File: config.mk
export PLATFORM = sky130hd
export DESIGN_NAME = mem_arbiter
export DESIGN_NICKNAME = d
export VERILOG_FILES = /design/src/rtl/mem_arbiter.sv
export SDC_FILE = /design/constraint.sdc
export NUM_CORES = 1
export LEC_CHECK = 0
export CAP_MARGIN = 5
export CORE_ASPECT_RATIO = 1.2
export CORE_MARGIN = 3
export CORE_UTILIZATION = 57
export CTS_CLUSTER_DIAMETER = 40
export DETAILED_ROUTE_END_ITERATION = 6
export DONT_BUFFER_PORTS = 1
export GPL_TIMING_DRIVEN = 0
export PLACE_DENSITY = 0.81
export SYNTH_ARGS = -nofsm -noshare
export SYNTH_HDL_FRONTEND = slang
export SYNTH_SLANG_ARGS = --single-unit
export TNS_END_PERCENT = 5
File: constraint.sdc
create_clock -name clk -period 2.3 [get_ports clk]
set_input_delay 0.46 -clock clk [delete_from_list [all_inputs] [get_ports clk]]
set_output_delay 0.46 -clock clk [all_outputs]
set_load 0.01 [all_outputs]
File: src/rtl/mem_arbiter.sv
// mem_arbiter: shares the serial-memory engine between CPU (0) and debug loader (1),
// one transaction at a time, round-robin on ties, with a watchdog abort in WAIT.
module mem_arbiter #(
  parameter int ADDR_W  = 16,
  parameter int DATA_W  = 16,
  parameter int TMO_CYC = 256
) (
  input  logic              clk,
  input  logic              resetb,
  input  logic [1:0]        req_i,
  input  logic [1:0]        rwb_i,
  input  logic [ADDR_W-1:0] addr0_i,
  input  logic [ADDR_W-1:0] addr1_i,
  input  logic [DATA_W-1:0] wdata0_i,
  input  logic [DATA_W-1:0] wdata1_i,
  output logic [1:0]        gnt_o,
  output logic [1:0]        done_o,
  output logic              err_o,
  output logic [DATA_W-1:0] rdata_o,
  output logic              cpu_halt_o,
  output logic              eng_start_o,
  output logic              eng_rwb_o,
  output logic [ADDR_W-1:0] eng_addr_o,
  output logic [DATA_W-1:0] eng_data_o,
  output logic              eng_abort_o,
  input  logic              eng_done_i,
  input  logic [DATA_W-1:0] eng_rdata_i
);
  localparam int CW = $clog2(TMO_CYC + 1);
  typedef enum logic [1:0] {IDLE, ISSUE, WAIT, COMPLETE} state_t;
  state_t state, state_n;
  logic owner, owner_n, last, last_n;
  logic [CW-1:0] cnt, cnt_n;
  logic [1:0] gnt_n, done_n;
  logic err_n, start_n, rwb_n, abort_n;
  logic [ADDR_W-1:0] addr_n;
  logic [DATA_W-1:0] data_n, rdata_n;
  always_comb begin
    state_n = state;
    owner_n = owner;
    last_n  = last;
    cnt_n   = cnt;
    gnt_n   = gnt_o;
    done_n  = 2'b00;
    err_n   = 1'b0;
    start_n = 1'b0;
    abort_n = 1'b0;
    rwb_n   = eng_rwb_o;
    addr_n  = eng_addr_o;
    data_n  = eng_data_o;
    rdata_n = rdata_o;
    case (state)
      IDLE: if (|req_i) begin
        owner_n = &req_i ? ~last : req_i[1];
        gnt_n   = owner_n ? 2'b10 : 2'b01;
        rwb_n   = rwb_i[owner_n];
        addr_n  = owner_n ? addr1_i : addr0_i;
        data_n  = owner_n ? wdata1_i : wdata0_i;
        start_n = 1'b1;
        state_n = ISSUE;
      end
      ISSUE: begin
        cnt_n   = '0;
        state_n = WAIT;
      end
      WAIT: if (eng_done_i) begin
        done_n  = owner ? 2'b10 : 2'b01;
        rdata_n = eng_rwb_o ? eng_rdata_i : rdata_o;
        state_n = COMPLETE;
      end else if (cnt == CW'(TMO_CYC - 1)) begin
        // engine hung: force it idle and report the transaction as failed
        done_n  = owner ? 2'b10 : 2'b01;
        err_n   = 1'b1;
        abort_n = 1'b1;
        state_n = COMPLETE;
      end else begin
        cnt_n = cnt + 1'b1;
      end
      COMPLETE: begin
        last_n  = owner;
        gnt_n   = 2'b00;
        state_n = IDLE;
      end
    endcase
  end
  always_ff @(posedge clk or negedge resetb) begin
    if (!resetb) begin
      state       <= IDLE;
      owner       <= 1'b0;
      last        <= 1'b1;
      cnt         <= '0;
      gnt_o       <= 2'b00;
      done_o      <= 2'b00;
      err_o       <= 1'b0;
      rdata_o     <= '0;
      cpu_halt_o  <= 1'b0;
      eng_start_o <= 1'b0;
      eng_rwb_o   <= 1'b0;
      eng_addr_o  <= '0;
      eng_data_o  <= '0;
      eng_abort_o <= 1'b0;
    end else begin
      state       <= state_n;
      owner       <= owner_n;
      last        <= last_n;
      cnt         <= cnt_n;
      gnt_o       <= gnt_n;
      done_o      <= done_n;
      err_o       <= err_n;
      rdata_o     <= rdata_n;
      cpu_halt_o  <= gnt_n[1];
      eng_start_o <= start_n;
      eng_rwb_o   <= rwb_n;
      eng_addr_o  <= addr_n;
      eng_data_o  <= data_n;
      eng_abort_o <= abort_n;
    end
  end
endmodule

==> impl_metrics.yaml, run 1 <==
status:
  outcome: "complete, no violations"
logic_synthesis:
  yosysMostFrequentCell: "dfrtp_1"
  synthSimpleGateAreaFrac: 0.0994
  synth-seq-cells: 68
  ys.warnings.count: 0
  syn_area_um2: 3060
  ys_top_cells_by_area: "dfrtp_1 55%, mux2i_1 10%, mux2_2 6.6%"
  synthCells: 267
  seq_area_frac_synth: 0.557
  synth.distinct_cells: 34
  synth_compound_area_frac: 0.105
  synth_edf_count: 0
  synthAdderAreaFrac: 0.0286
  postSynth.asyncResetShare: 1.00
  synth.avg_cell_area_um2: 11.5
  synth_xor_area_frac: 0
  synthTopCellsByCount: "67 x dfrtp_1, 36 x nand2_1, 35 x o21ai_0"
  synth_ff_type: "dfrtp_1"
  netlist.area_leader.share: 0.548
  synth_nets: 361
  synth_top_family_by_area: "multiplexers"
  muxShareOfSynthArea: 0.171
  synth_top_area_cell: "dfrtp_1"
timing:
  finalCriticalPeriod_ns: 2.13
  slew_headroom: 0.711
  finalMaxSlewViolations: 0
  fmax_mhz: 469
  finalSetupViolations: 0
  finalCritPeriodShare: 0.928
  tns_ns: 0
  clock_skew_ns: 0.00739
  rsz0062_at_grt: "no"
  hold_viol: 0
  worstMarginPinSlew_ns: 0.433
critical_path:
  cp.required_ns: 2.56
  max_stage_delay_ns: 0.53
  cpMostUsedCell: "ha_1"
  end_kind: "flop"
  cp_num_buf_inv: 1
  cp_top_family: "simple AND/OR/NAND/NOR gates"
  worstPathArrival_ns: 2.40
  crit_path_start_kind: "flop"
  slowest_stage: "or4_1"
  path_max_fanout: 8
  crit_path_cell_trace: "ha_1, nand3_1, nor2_1, ha_1, or2_1, clkbuf_1, or4_1, a21oi_1"
  path_class: "reg2reg"
floorplanning:
  io_pins: 144
  die_y_um: 86.2
  start_util: 0.606
  die_area_um2: 6280
  core-area_um2: 5040
  die_w_um: 72.9
  rows: 28
layout:
  seq_area_um2: 1700
  stdcell_area_um2: 3420
  areaGrowthSynthToFinish_pct: 11.8
  n_fill_cell: 393
  utilization: 0.678
  final_nets: 374
  drive_gt1_frac: 0.165
  multi_input_area_um2: 1240
  diodes: 0
place:
  place.gp.congestion: 0.830
  place_area_um2: 3130
  io_buffers: 0
  dp_hpwl_um: 4840
clocking:
  clkTransAtPathRegs_ns: 0.07
  insertion_delay_ns: 0.34
  cts_tree: "built"
  cts.sinks: 68
  cts_buffer_depth: 2
  post-cts-setup-buffer-count: 0
  clockRootBuffer: "clkbuf_8"
  ctsHtreeMaxLevel: 3
  numCtsBuffers: 9
detailed_routing:
  wl_per_cell_um: 19.1
  routed_via_density: 6.04
  drtAntennaViolNets: 0
  routed_wl_um: 6600
  drtPass1Iterations: 4
  drc_errors: 0
  first_iter_violations: 148
  vias: 2084
power:
  power_leakage_nw: 1.60
  power_mw: 4.71
  ir_worst_vdd_mv: 0.753
  powerDensity_nw_per_um2: 1380
hold_path:
  hold_path.class: "in2reg"
global_routing:
  grt-ovfl-total: 0
  grt_pass1_vias: 2240
  antenna_found_initial: 0
  grt_pass1_wl_um: 10800
  track_usage: 0.226
  grt_max_degree: 69
flow_run:
  drv_cap: 0
timing repair:
action,in CTS,in global routing
setup endpoints to repair,0,0
gates resized for setup,0,0
hold buffers,2,0
endpoints found under the hold margin,68,0
where the power goes:
part | total, mW | internal, mW | switching (mW) | leakage, nW
sequential | 2.33 | 1.72 | 0.607 | 0.851
clock | 1.20 | 0.750 | 0.450 | 0.122
combinational | 1.18 | 0.550 | 0.632 | 0.630
total | 4.71 | 3.02 | 1.69 | 1.60
state kept, by name, indices dropped and copies added, names as in the netlist, 2 cells and up:
signal,cells
eng_addr_o,16
eng_data_o,16
rdata_o,16
cnt,9
done_o,2
gnt_o,2
state,2
cell families after synthesis:
kind of cell,Yosys count
buffers and inverters,24
and+or+nand+nor,65
AOI/OAI and AO/OA,53
DFF,68
adders and majority gates,7
muxes,50
layout by cell type, fill, tap and decap left out, types with 6 or more instances in the layout:
master,instances
nand2_1,36
dfrtp_1,67
buf_4,6
clkbuf_1,7
mux2i_1,32
clkbuf_8,10
ha_1,7
inv_1,6
mux2_2,18
nand3_1,6
o21ai_0,35
final timing paths:
kind	from	endpoint	slack (ns)	cells past startpoint
worst min register to register	cnt[6]$_DFFE_PN0P_	cnt[6]$_DFFE_PN0P_	0.49	1
worst min-delay path	eng_rdata_i[2]	rdata_o[2]$_DFFE_PN0P_	0.27	1
worst max-delay path	cnt[0]$_DFFE_PN0P_	cnt[7]$_DFFE_PN0P_	0.17	8
worst max register to register	cnt[0]$_DFFE_PN0P_	cnt[7]$_DFFE_PN0P_	0.17	8
max in group asynchronous	resetb	last$_DFFE_PN1P_	1.28	2
min in group asynchronous	resetb	rdata_o[11]$_DFFE_PN0P_	0.71	2
layer usage:
layer,global-route usage,share of wire,vias up
li1,-,-,963
met1,0.263,0.37,999
met2,0.364,0.51,114
met3,0.0847,0.10,8
met4,0.111,0.016,0
met5,0,0,-
area by class of cell:
type,count,area share
Clock buffer,10,0.0402
Sequential cell,68,0.498
Buffer,18,0.0282
Clock inverter,6,0.0326
Multi-Input combinational cell,175,0.362
Timing Repair Buffer,2,0.0110
Tap cell,60,0.0220
Inverter,6,0.00659
through the flow:
step / hold slack (ns) / setup WS (ns) / std cells
after floorplan: 0.164 / 0.322 / 267
after global placement: 0.167 / 0.221 / 327
after detailed placement: 0.166 / 0.186 / 327
after CTS: 0.249 / 0.159 / 345
after global routing: 0.245 / 0.0343 / 345
final: 0.271 / 0.166 / 345
(Power assumes the default switching activity.)
==> run 2: changes to the inputs <==
- GPL_TIMING_DRIVEN: 0 -> not set
==> run 2 against run 1 <==
  * Non-clock buffer count down 12
  * Sequential cell count stayed put
  * Sequential share of layout area rose by 1.4 points
  * First-iteration DRC count down 13%
  * Worst setup slack better by 0.070 ns
  * Global-route usage shrank 2.5 points
  * Register-to-register slack improved by 0.07 ns
  * Sequential power hardly changed
  * Utilization decreased by 1.9 points
  * Clock skew increased by 0.00062 ns
  * Routed wire length decreased by 8.3%
  * Clock power shrank 24%
==> impl_metrics.yaml, run 2 (synthesis results as in run 1) <==
status:
  outcome: "complete, no violations"
timing:
  tns_ns: 0
  worst_hold_slack_ns: 0.275
  finalMaxSlewViolations: 0
  finalSetupViolations: 0
  finalCriticalPeriod_ns: 2.06
  worst_slack_ns: 0.236
  finalCritPeriodShare: 0.897
  rsz0062_at_grt: "no"
  worstMarginPinSlew_ns: 0.568
  fmax_mhz: 485
  slew_headroom: 0.620
  clock_skew_ns: 0.00800
  hold_viol: 0
power:
  power_mw: 4.39
  power_leakage_nw: 1.55
  switching_power_mw: 1.62
  internal_power_mw: 2.77
  powerDensity_nw_per_um2: 1320
  seqPwrFrac: 0.533
  share_comb_of_total_power: 0.260
  ir_worst_vdd_mv: 0.798
  clkPwrFrac: 0.207
  switching_share: 0.370
critical_path:
  end_kind: "flop"
  path_depth: 7
  cp_num_buf_inv: 0
  path_class: "reg2reg"
  slowest_stage: "or3b_1"
  cp_top_family: "simple AND/OR/NAND/NOR gates"
  crit_path_cell_trace: "ha_1, nand3_1, nor2_1, ha_1, or3b_1, o311ai_0, o41ai_1"
  path_max_fanout: 9
  max_stage_delay_ns: 0.48
  worstPathArrival_ns: 2.25
  reg2reg_to: "cnt[6]$_DFFE_PN0P_"
  cp.required_ns: 2.49
  cp-startpoint: "cnt[0]$_DFFE_PN0P_"
  reg2regPathDepth: 7
  r2r-start: "cnt[0]$_DFFE_PN0P_"
  crit_path_start_kind: "flop"
  rrSetupSlack_ns: 0.24
  cpMostUsedCell: "ha_1"
layout:
  n_fill_cell: 404
  mostFrequentLayoutCells: "67 x dfrtp_1, 36 x nand2_1, 34 x o21ai_0"
  largestRegisters: "eng_addr_o x16, eng_data_o x16, rdata_o x16"
  diodes: 0
  areaGrowthSynthToFinish_pct: 8.76
  multi_input_area_um2: 1260
  drive_gt1_frac: 0.154
  utilization: 0.659
  seq_area_um2: 1700
  final_nets: 362
  layout_commonest_cell: "dfrtp_1"
floorplanning:
  die_y_um: 86.2
  die_w_um: 72.9
  start_util: 0.606
  io_pins: 144
  die_area_um2: 6280
  rows: 28
  core-area_um2: 5040
clocking:
  cts_tree: "built"
  ctsHoldBuffers: 1
  cts_buffer_depth: 2
  cts.sinks: 68
  cts_resized: 0
  numCtsBuffers: 9
  post-cts-setup-buffer-count: 0
  ctsHtreeMaxLevel: 3
  clkTransAtPathRegs_ns: 0.07
  clockRootBuffer: "clkbuf_8"
  insertion_delay_ns: 0.33
global_routing:
  track_usage: 0.200
  grt_pass1_vias: 2010
  grt_max_degree: 69
  antenna_found_initial: 0
  grt-ovfl-total: 0
  grt_pass1_wl_um: 9440
place:
  dp_hpwl_um: 4410
  io_buffers: 0
  place.gp.congestion: 0.849
  place_ws_ns: 0.266
detailed_routing:
  routed_via_density: 5.91
  first_iter_violations: 129
  routed_wl_um: 6060
  drtAntennaViolNets: 0
  wl_per_cell_um: 18.2
  vias: 1969
  drc_errors: 0
  drtPass1Iterations: 5
hold_path:
  hp-start: "eng_rdata_i[9]"
  hold_path.class: "in2reg"
  whs_path_depth: 1
  whs_endpoint: "rdata_o[9]$_DFFE_PN0P_"
flow_run:
  drv_cap: 0
-- run 2: stage by stage --
stage,cells,cell area [um^2]
after floorplan,267,3060
after global placement,315,3100
after detailed placement,315,3100
after CTS,332,3320
after global routing,333,3330
final,333,3330
-- run 2: cell type report --
cell class	instances	area share
sequential	68	0.512
multi-input combinational	175	0.378
clock buffer	11	0.0395
timing repair buffer	8	0.0248
tap	60	0.0226
clock inverter	5	0.0158
inverter	6	0.00677
-- run 2: power groups by stage --
stage	Clock, mW	Combinational, mW	Sequential [mW]
after floorplan	0	0.951	2.22
after global placement	0	1.06	2.35
after detailed placement	0	1.13	2.36
after CTS	0.937	1.15	2.35
after global routing	1.00	1.33	2.42
final	0.907	1.14	2.34
-- run 2: worst max path at each step --
stage / end
5_1_grt: cnt[7]$_DFFE_PN0P_
3_5_place_dp: cnt[6]$_DFFE_PN0P_
3_3_place_gp: cnt[6]$_DFFE_PN0P_
4_1_cts: cnt[6]$_DFFE_PN0P_
2_1_floorplan: cnt[7]$_DFFE_PN0P_
6_report: cnt[6]$_DFFE_PN0P_
-- run 2: per-layer routing --
| metal | vias to the layer above | share of wire | track usage |
|---|---|---|---|
| li1 | 949 | - | - |
| met5 | - | 0 | 0 |
| met3 | 8 | 0.12 | 0.0905 |
| met4 | 0 | 0.011 | 0.0956 |
| met2 | 119 | 0.49 | 0.319 |
| met1 | 893 | 0.37 | 0.228 |
-- run 2: worst register-to-register path: stages, from the launching register on --
cell      delay (ns)
dfrtp_1         0.41
ha_1            0.24
nand3_1         0.09
nor2_1          0.04
ha_1            0.21
or3b_1          0.48
o311ai_0        0.31
o41ai_1         0.13
